## config.mk

```make
export PLATFORM = sky130hd
export DESIGN_NAME = poly_operand_driver
export DESIGN_NICKNAME = d
export VERILOG_FILES = /design/src/rtl/poly_operand_driver.sv
export SDC_FILE = /design/constraint.sdc
export NUM_CORES = 1
export LEC_CHECK = 0
export CORE_AREA = 4 4 78 153
export CTS_BUF_LIST = sky130_fd_sc_hd__clkbuf_8
export DETAILED_ROUTE_END_ITERATION = 10
export DIE_AREA = 0 0 82 157
export PLACE_DENSITY_LB_ADDON = 0.15
export SYNTH_ARGS = -nofsm -noshare
export SYNTH_HDL_FRONTEND = slang
export SYNTH_SLANG_ARGS = --single-unit
```

## constraint.sdc

```tcl
create_clock -name Clock -period 2.1 [get_ports Clock]
set_clock_uncertainty 0.15 [all_clocks]
set_input_delay 0.21 -clock Clock [delete_from_list [all_inputs] [get_ports Clock]]
set_output_delay 0.21 -clock Clock [all_outputs]
set_load 0.03 [all_outputs]
```

## src/rtl/poly_operand_driver.sv

```systemverilog
// poly_operand_driver
//   Drives the serial Go/DataIn operand interface of the polynomial evaluator
//   (R = A*x^2 + B*x + C mod 256) from a single parallel request. The block
//   presents A, B, C, X in that order. Each operand gets a Go pulse that is
//   high for GO_HIGH_CYCLES cycles, followed by GO_LOW_CYCLES cycles low.
//   It then waits for a fresh ResultValid and returns DataResult on a
//   valid/ready response port. If no result arrives within TIMEOUT cycles,
//   it returns an error response instead.
//
// Ports
//   Clock, Resetn        clock; asynchronous active-low reset
//   req_valid/req_ready  request handshake (ready only while idle)
//   req_a/b/c/x [7:0]    operands, captured on the request handshake
//   Go, DataIn [7:0]     to the evaluator
//   ResultValid          from the evaluator
//   DataResult [7:0]     from the evaluator
//   rsp_valid/rsp_ready  response handshake
//   rsp_data [7:0]       result (0 on timeout)
//   rsp_err              1 = timeout, no result seen
//   busy                 high whenever not idle
//   All outputs are registered.
module poly_operand_driver #(
   parameter int GO_HIGH_CYCLES = 2,
   parameter int GO_LOW_CYCLES  = 2,
   parameter int TIMEOUT        = 32
) (
   input  logic       Clock,
   input  logic       Resetn,
   input  logic       req_valid,
   output logic       req_ready,
   input  logic [7:0] req_a,
   input  logic [7:0] req_b,
   input  logic [7:0] req_c,
   input  logic [7:0] req_x,
   output logic       Go,
   output logic [7:0] DataIn,
   input  logic       ResultValid,
   input  logic [7:0] DataResult,
   output logic       rsp_valid,
   input  logic       rsp_ready,
   output logic [7:0] rsp_data,
   output logic       rsp_err,
   output logic       busy
);

   localparam int CMAX01 = (GO_HIGH_CYCLES > GO_LOW_CYCLES) ? GO_HIGH_CYCLES : GO_LOW_CYCLES;
   localparam int CMAX   = (CMAX01 > TIMEOUT) ? CMAX01 : TIMEOUT;
   localparam int CW     = $clog2(CMAX + 1);

   localparam logic [CW-1:0] HI_LAST = CW'(GO_HIGH_CYCLES - 1);
   localparam logic [CW-1:0] LO_LAST = CW'(GO_LOW_CYCLES - 1);
   localparam logic [CW-1:0] TO_LAST = CW'(TIMEOUT - 1);

   localparam logic [2:0] S_IDLE  = 3'd0;
   localparam logic [2:0] S_DRIVE = 3'd1;
   localparam logic [2:0] S_GAP   = 3'd2;
   localparam logic [2:0] S_WAIT  = 3'd3;
   localparam logic [2:0] S_RESP  = 3'd4;

   logic [2:0]      state;
   logic [1:0]      idx;
   logic [CW-1:0]   cnt;
   logic [3:0][7:0] ops;
   // Previous ResultValid sample. The result is taken only on a 0->1 change,
   // so a level left high by an earlier result cannot be mistaken for a new one.
   logic            rv_q;

   always_ff @(posedge Clock or negedge Resetn) begin
      if (!Resetn) begin
         state     <= S_IDLE;
         idx       <= 2'd0;
         cnt       <= '0;
         ops       <= '0;
         rv_q      <= 1'b0;
         Go        <= 1'b0;
         DataIn    <= 8'd0;
         rsp_valid <= 1'b0;
         rsp_data  <= 8'd0;
         rsp_err   <= 1'b0;
         busy      <= 1'b0;
         req_ready <= 1'b1;
      end else begin
         rv_q <= ResultValid;
         case (state)
            S_IDLE: begin
               if (req_valid && req_ready) begin
                  ops       <= {req_x, req_c, req_b, req_a};
                  DataIn    <= req_a;
                  Go        <= 1'b1;
                  idx       <= 2'd0;
                  cnt       <= '0;
                  state     <= S_DRIVE;
                  req_ready <= 1'b0;
                  busy      <= 1'b1;
               end
            end
            S_DRIVE: begin
               if (cnt == HI_LAST) begin
                  Go    <= 1'b0;
                  cnt   <= '0;
                  state <= S_GAP;
               end else begin
                  cnt <= cnt + 1'b1;
               end
            end
            S_GAP: begin
               if (cnt == LO_LAST) begin
                  cnt <= '0;
                  if (idx == 2'd3) begin
                     DataIn <= 8'd0;
                     state  <= S_WAIT;
                  end else begin
                     idx    <= idx + 2'd1;
                     DataIn <= ops[idx + 2'd1];
                     Go     <= 1'b1;
                     state  <= S_DRIVE;
                  end
               end else begin
                  cnt <= cnt + 1'b1;
               end
            end
            S_WAIT: begin
               if (ResultValid && !rv_q) begin
                  rsp_data  <= DataResult;
                  rsp_err   <= 1'b0;
                  rsp_valid <= 1'b1;
                  state     <= S_RESP;
               end else if (cnt == TO_LAST) begin
                  rsp_data  <= 8'd0;
                  rsp_err   <= 1'b1;
                  rsp_valid <= 1'b1;
                  state     <= S_RESP;
               end else begin
                  cnt <= cnt + 1'b1;
               end
            end
            S_RESP: begin
               // req_ready rises only after this edge, so a new request can be
               // accepted on the following edge at the earliest.
               if (rsp_ready) begin
                  rsp_valid <= 1'b0;
                  busy      <= 1'b0;
                  req_ready <= 1'b1;
                  state     <= S_IDLE;
               end
            end
            default: begin
               Go        <= 1'b0;
               DataIn    <= 8'd0;
               rsp_valid <= 1'b0;
               busy      <= 1'b0;
               req_ready <= 1'b1;
               state     <= S_IDLE;
            end
         endcase
      end
   end

endmodule

```

Word-level counts from Yosys, hierarchy flattened --
Index checks and enable logic that the tools add are counted.
Storage, ports and cells: bits in registers 65, output and inout port bits 21, logic and storage cells 97
Operators by class: $add $sub $neg 2, $lt $le $gt $ge 1, equal/unequal tests 15, multiplexer cells 39, bitwise gates (word level) 4, reduce and logical (&&, ||, !) cells 21
Operator list (count):
- 8-bit two-way mux | 6
- 6-bit two-way mux | 4
- 8-bit one-hot mux with 3 select lines | 1
- 3-bit two-way mux | 6
- 6-bit one-hot mux with 3 select lines | 1
- 8-bit binary-select mux with 2-bit select | 1
- 3-bit one-hot mux with 5 select lines | 1
- 2-bit != test, second input constant | 7
- 1-bit two-way mux | 10
- 5-bit AND reduction | 2
- 1-bit one-hot mux with 3 select lines | 3
- 3-bit AND reduction | 3
- 3-bit OR reduction | 3
- 2-bit two-way mux | 4
- 4-bit AND reduction | 2
- 6-bit by 1-bit adder with 6-bit output, second input constant | 1
- 3-bit by 2-bit == test with 1-bit output, second input constant | 2
- 6-bit by 1-bit == test with 1-bit output, second input constant | 1
- 6-bit by 5-bit == test with 1-bit output, second input constant | 1
- 1-bit NOT | 4
- 1-bit one-hot mux with 4 select lines | 1
- 2-bit one-hot mux with 2 select lines | 1
- 2-bit AND reduction | 2
- 2-bit nonzero test | 2
- 11 further kinds | 13

Depth between registers and ports, before layout --
depth after elaboration 6, gate-level depth with buffers 7, mapped depth without buffers 6

Worst setup path before layout --
OpenSTA, ideal clock, no wires.
path kind reg2reg, start point register idx[0], end point register DataIn[0], library setup time 0.125 ns, data arrival time 1.705 ns, required time 1.825 ns, slack 0.120 ns, cell stages (with the launch flop) 6, clock period less this slack 1.980 ns, cell sequence dfrtp_1 > ha_1 > buf_1 > mux4_2 > a22o_1 > mux2_2
On the way: cells in the longest elaborated chain, start to end 6, elaborated cells on any way between the ends 7, classes of those cells add/sub: 1; eq/ne: 1; mux: 5
RTL lines:
- start: declaration | RTL line 61 | logic [1:0] idx;
- start signal: assignment | RTL line 113 | idx <= idx + 2'd1;
- 2-bit by 1-bit adder with 2-bit output | RTL line 114 | DataIn <= ops[idx + 2'd1];
- 8-bit binary-select mux with 2-bit select | RTL line 114
- 8-bit two-way mux (implied by the code) | RTL line 114
- 8-bit two-way mux (*) | RTL line 109 | if (idx == 2'd3) begin
- 8-bit two-way mux (*) | RTL line 107 | if (cnt == LO_LAST) begin
- 8-bit one-hot mux with 3 select lines (*) | RTL line 84 | case (state)
- end signal: assignment | RTL line 88 | DataIn <= req_a;
- end signal: assignment | RTL line 114
- end: declaration | RTL line 36 | output logic [7:0] DataIn,
Mark *: on every way between the ends. The rest lies on a longest branch, timed or not. The select of a mux whose other input is x is not followed. A chain may end at the register's enable or synchronous reset.

Worst setup path in the final report --
start point register req_ready, end point output req_ready
RTL lines:
- start: declaration | RTL line 30 | output logic req_ready,
- start signal: assignment | RTL line 81 | req_ready <= 1'b1;
- start signal: assignment | RTL line 93 | req_ready <= 1'b0;
- start signal: assignment | RTL line 143 | req_ready <= 1'b1;
No word-level cell between the ends.

==> impl_metrics.py <==
metrics = {
    "finish": {
        "antennaDiodeCount": 0,
        "final_util_pct": 39.4,
        "final_cell_mix": "108 x nand2_1, 64 x dfrtp_1, 64 x clkdlybuf4s50_1, 16 x a22o_1, 15 x buf_4",
        "layout-drive-gt1-share_pct": 17.3,
        "fillers": 1148,
        "nets": 424,
        "final_common_cell": "nand2_1",
        "syn_to_final_growth_pct": 34.8,
    },
    "route": {
        "ant_nets": 0,
        "drt_wl_total_mm": 8.11,
        "drc": 0,
        "drtIter0Drc": 100,
        "drtPass1Iterations": 4,
        "vias": 2467,
        "routed_via_density": 4.74,
        "wl_per_cell_um": 15.6,
    },
    "worst_setup_path": {
        "r2r_slack_ns": 0.1,
        "critPathLaunchType": "flip-flop",
        "arrival_ns": 1.64,
        "cp_top_family": "buffers and inverters",
        "critPathMaxFanout": 7,
        "crit_path_end_kind": "primary output",
        "criticalPathCategory": "reg2out",
        "path_buf_inv": 1,
        "crit_slowest_cell": "clkdlybuf4s50_1",
        "required_ns": 1.74,
        "worstReg2RegEnd": "cnt[4]",
        "cp_slowest_stage_delay_ns": 0.70,
        "path_cells": "clkdlybuf4s50_1",
        "rr_startpoint": "cnt[0]",
        "worstRegToRegCells": 5,
    },
    "grt": {
        "grt_max_degree": 62,
        "antenna_found_initial": 0,
        "grt_overflow": 0,
        "grt_pass1_vias": 2592,
        "gr-usage-all-layers_pct": 13.6,
        "grt_pass1_wl_mm": 13.1,
    },
    "timing": {
        "post-route-period-util_pct": 95.3,
        "slew_violations": 0,
        "relSlewSlack_pct": 62.7,
        "setup_slack_ns": 0.0983,
        "rsz0062_at_grt": "false",
        "worst_pin_slew_ns": 0.559,
        "period_minus_slack_ns": 2.00,
        "finalSetupViolCount": 0,
        "max_freq_ghz": 0.500,
        "setup_tns_ns": 0,
        "hold_viol": 0,
    },
    "pwr": {
        "p_leak_nw": 1.99,
        "clkPwrFrac_pct": 45.9,
        "switchingPower_w": 0.000571,
        "pwr-share-seq_pct": 47.5,
        "swShare_pct": 21.4,
        "p_per_area_nw_per_um2": 625,
        "combPwrFrac_pct": 6.5,
        "p_int_w": 0.00209,
        "power_w": 0.00266,
        "irDropWorstVdd_mv": 0.441,
    },
    "logic_synthesis": {
        "synth-main-ff-cell": "dfrtp_1",
        "synth_edf_count": 0,
        "async_flop_share_pct": 100,
        "synth-seq-cells": 65,
        "yosys.area.top_type": "dfrtp_1",
        "yosysWarnings": 0,
        "syn_area_um2": 3160,
        "synth.area.top_cells": "dfrtp_1 51%, nand2_1 13%, mux4_2 5.7%, a22o_1 4.4%, mux2_2 2.8%",
        "syn_inst": 299,
        "syn_nets": 347,
        "synth_seq_area_share_pct": 51.4,
        "synth_top_area_share_pct": 50.6,
        "syn_area_per_cell_um2": 10.6,
        "ys_types": 51,
    },
    "clock_network": {
        "worst_skew_pair.late_latency_ns": 0.34,
        "clkTransAtPathRegs_ns": 0.07,
        "postCtsSetupBuffers": 0,
        "hold_buffers": 1,
        "htreeDepth": 3,
        "tritoncts.num_buffers": 9,
        "clock-root-buffer": "clkbuf_8",
        "clock_path_buffers": 2,
        "tritoncts": "built",
        "cts_resized": 0,
        "clock_sinks": 65,
    },
    "placed_design": {
        "port_buffers": 65,
        "place_congestion": 0.809,
        "post-place-ws_ns": 0.0687,
        "dpl.hpwl_mm": 5.89,
    },
    "die": {
        "design.die.area_um2": 12900,
        "initial_core_util_pct": 29.3,
        "chipHeight_um": 157,
        "io_pins": 66,
        "row_count": 54,
        "core_um2": 10800,
        "die_w_um": 82,
    },
    "flow_run": {
        "cap_violations": 0,
    },
    "worst_hold_path": {
        "hold_path_class": "in2async",
    },
    "status": {
        "status": "finished clean",
    },
}
## power groups by stage
| stage | Sequential, W | Combinational [W] | Clock (W) |
|---|---|---|---|
| 2_1_floorplan | 0.00131 | 0.0000186 | 0 |
| 3_3_place_gp | 0.00129 | 0.000176 | 0 |
| 3_5_place_dp | 0.00129 | 0.000177 | 0 |
| 4_1_cts | 0.00127 | 0.000179 | 0.00127 |
| 5_1_grt | 0.00127 | 0.000189 | 0.00132 |
| 6_report | 0.00127 | 0.000174 | 0.00122 |
## final cells by class
cell class / count / area [µm²] / area share, %
Multi-Input combinational cell: 212 / 1410 / 33.0
Timing Repair Buffer: 83 / 808 / 19.0
Sequential cell: 65 / 1630 / 38.2
Inverter: 5 / 18.8 / 0.440
Clock inverter: 5 / 77.6 / 1.82
Clock buffer: 11 / 151 / 3.55
Tap cell: 140 / 175 / 4.11
## layer usage
| metal | part of all wire, % | vias up | GRT usage [%] | routed length [µm] |
|---|---|---|---|---|
| li1 | - | 1191 | - | - |
| met1 | 37 | 1209 | 14.5 | 2980 |
| met2 | 58 | 58 | 24.9 | 4670 |
| met3 | 4.1 | 9 | 3.32 | 334 |
| met4 | 1.5 | 0 | 5.55 | 124 |
| met5 | 0 | - | 0 | 0 |
## kinds of logic (layout without fill, tap and decap cells)
logic type	Yosys count	in the layout	synth area share [%]
AO/OA/AOI/OAI	47	47	12.5
adder cells (fa/ha/maj)	3	3	1.19
buffers and inverters	22	104	4.23
flip-flops	65	65	51.4
multiplexers	17	17	8.86
AND/OR/NAND/NOR	145	145	21.8
## metrics by stage
| stage | area (µm²) | cells | hold slack [ns] |
|---|---|---|---|
| 4_1_cts | 4260 | 521 | 0.0508 |
| 6_report | 4260 | 521 | 0.0705 |
| 3_3_place_gp | 4030 | 504 | -0.106 |
| 2_1_floorplan | 3160 | 299 | -0.236 |
| 3_5_place_dp | 4030 | 504 | -0.104 |
| 5_1_grt | 4260 | 521 | 0.0709 |
## sequential cells by signal (all words and copies together) (netlist names)
signal,count
Go,1
rsp_valid,1
req_ready,1
cnt,6
idx,2
ops,32
busy,1
state,3
rv_q,1
DataIn,8
rsp_err,1
rsp_data,8
## worst max-delay path by stage
| stage | startpoint | to | depth (start not counted) |
|---|---|---|---|
| 6_report | req_ready | req_ready | 1 |
| 5_1_grt | state[0] | cnt[4] | 4 |
| 4_1_cts | idx[0] | DataIn[7] | 4 |
| 3_5_place_dp | ResultValid | cnt[4] | 5 |
| 3_3_place_gp | ResultValid | cnt[4] | 5 |
| 2_1_floorplan | idx[0] | DataIn[0] | 5 |
## Yosys cell counts (3+ instances only)
| cell type | n |
|---|---|
| buf_6 | 5 |
| dfrtp_1 | 64 |
| inv_1 | 5 |
| o211ai_1 | 3 |
| a22o_1 | 16 |
| ha_1 | 3 |
| mux4_2 | 8 |
| nand3_1 | 3 |
| a21oi_1 | 4 |
| nor2_1 | 7 |
| nand4_1 | 3 |
| mux2_2 | 8 |
| clkbuf_1 | 4 |
| buf_2 | 5 |
| a31oi_1 | 4 |
| nand2b_1 | 3 |
| o21ai_0 | 6 |
| nand2_1 | 108 |
Note: power is estimated with default switching activity, not from simulation.
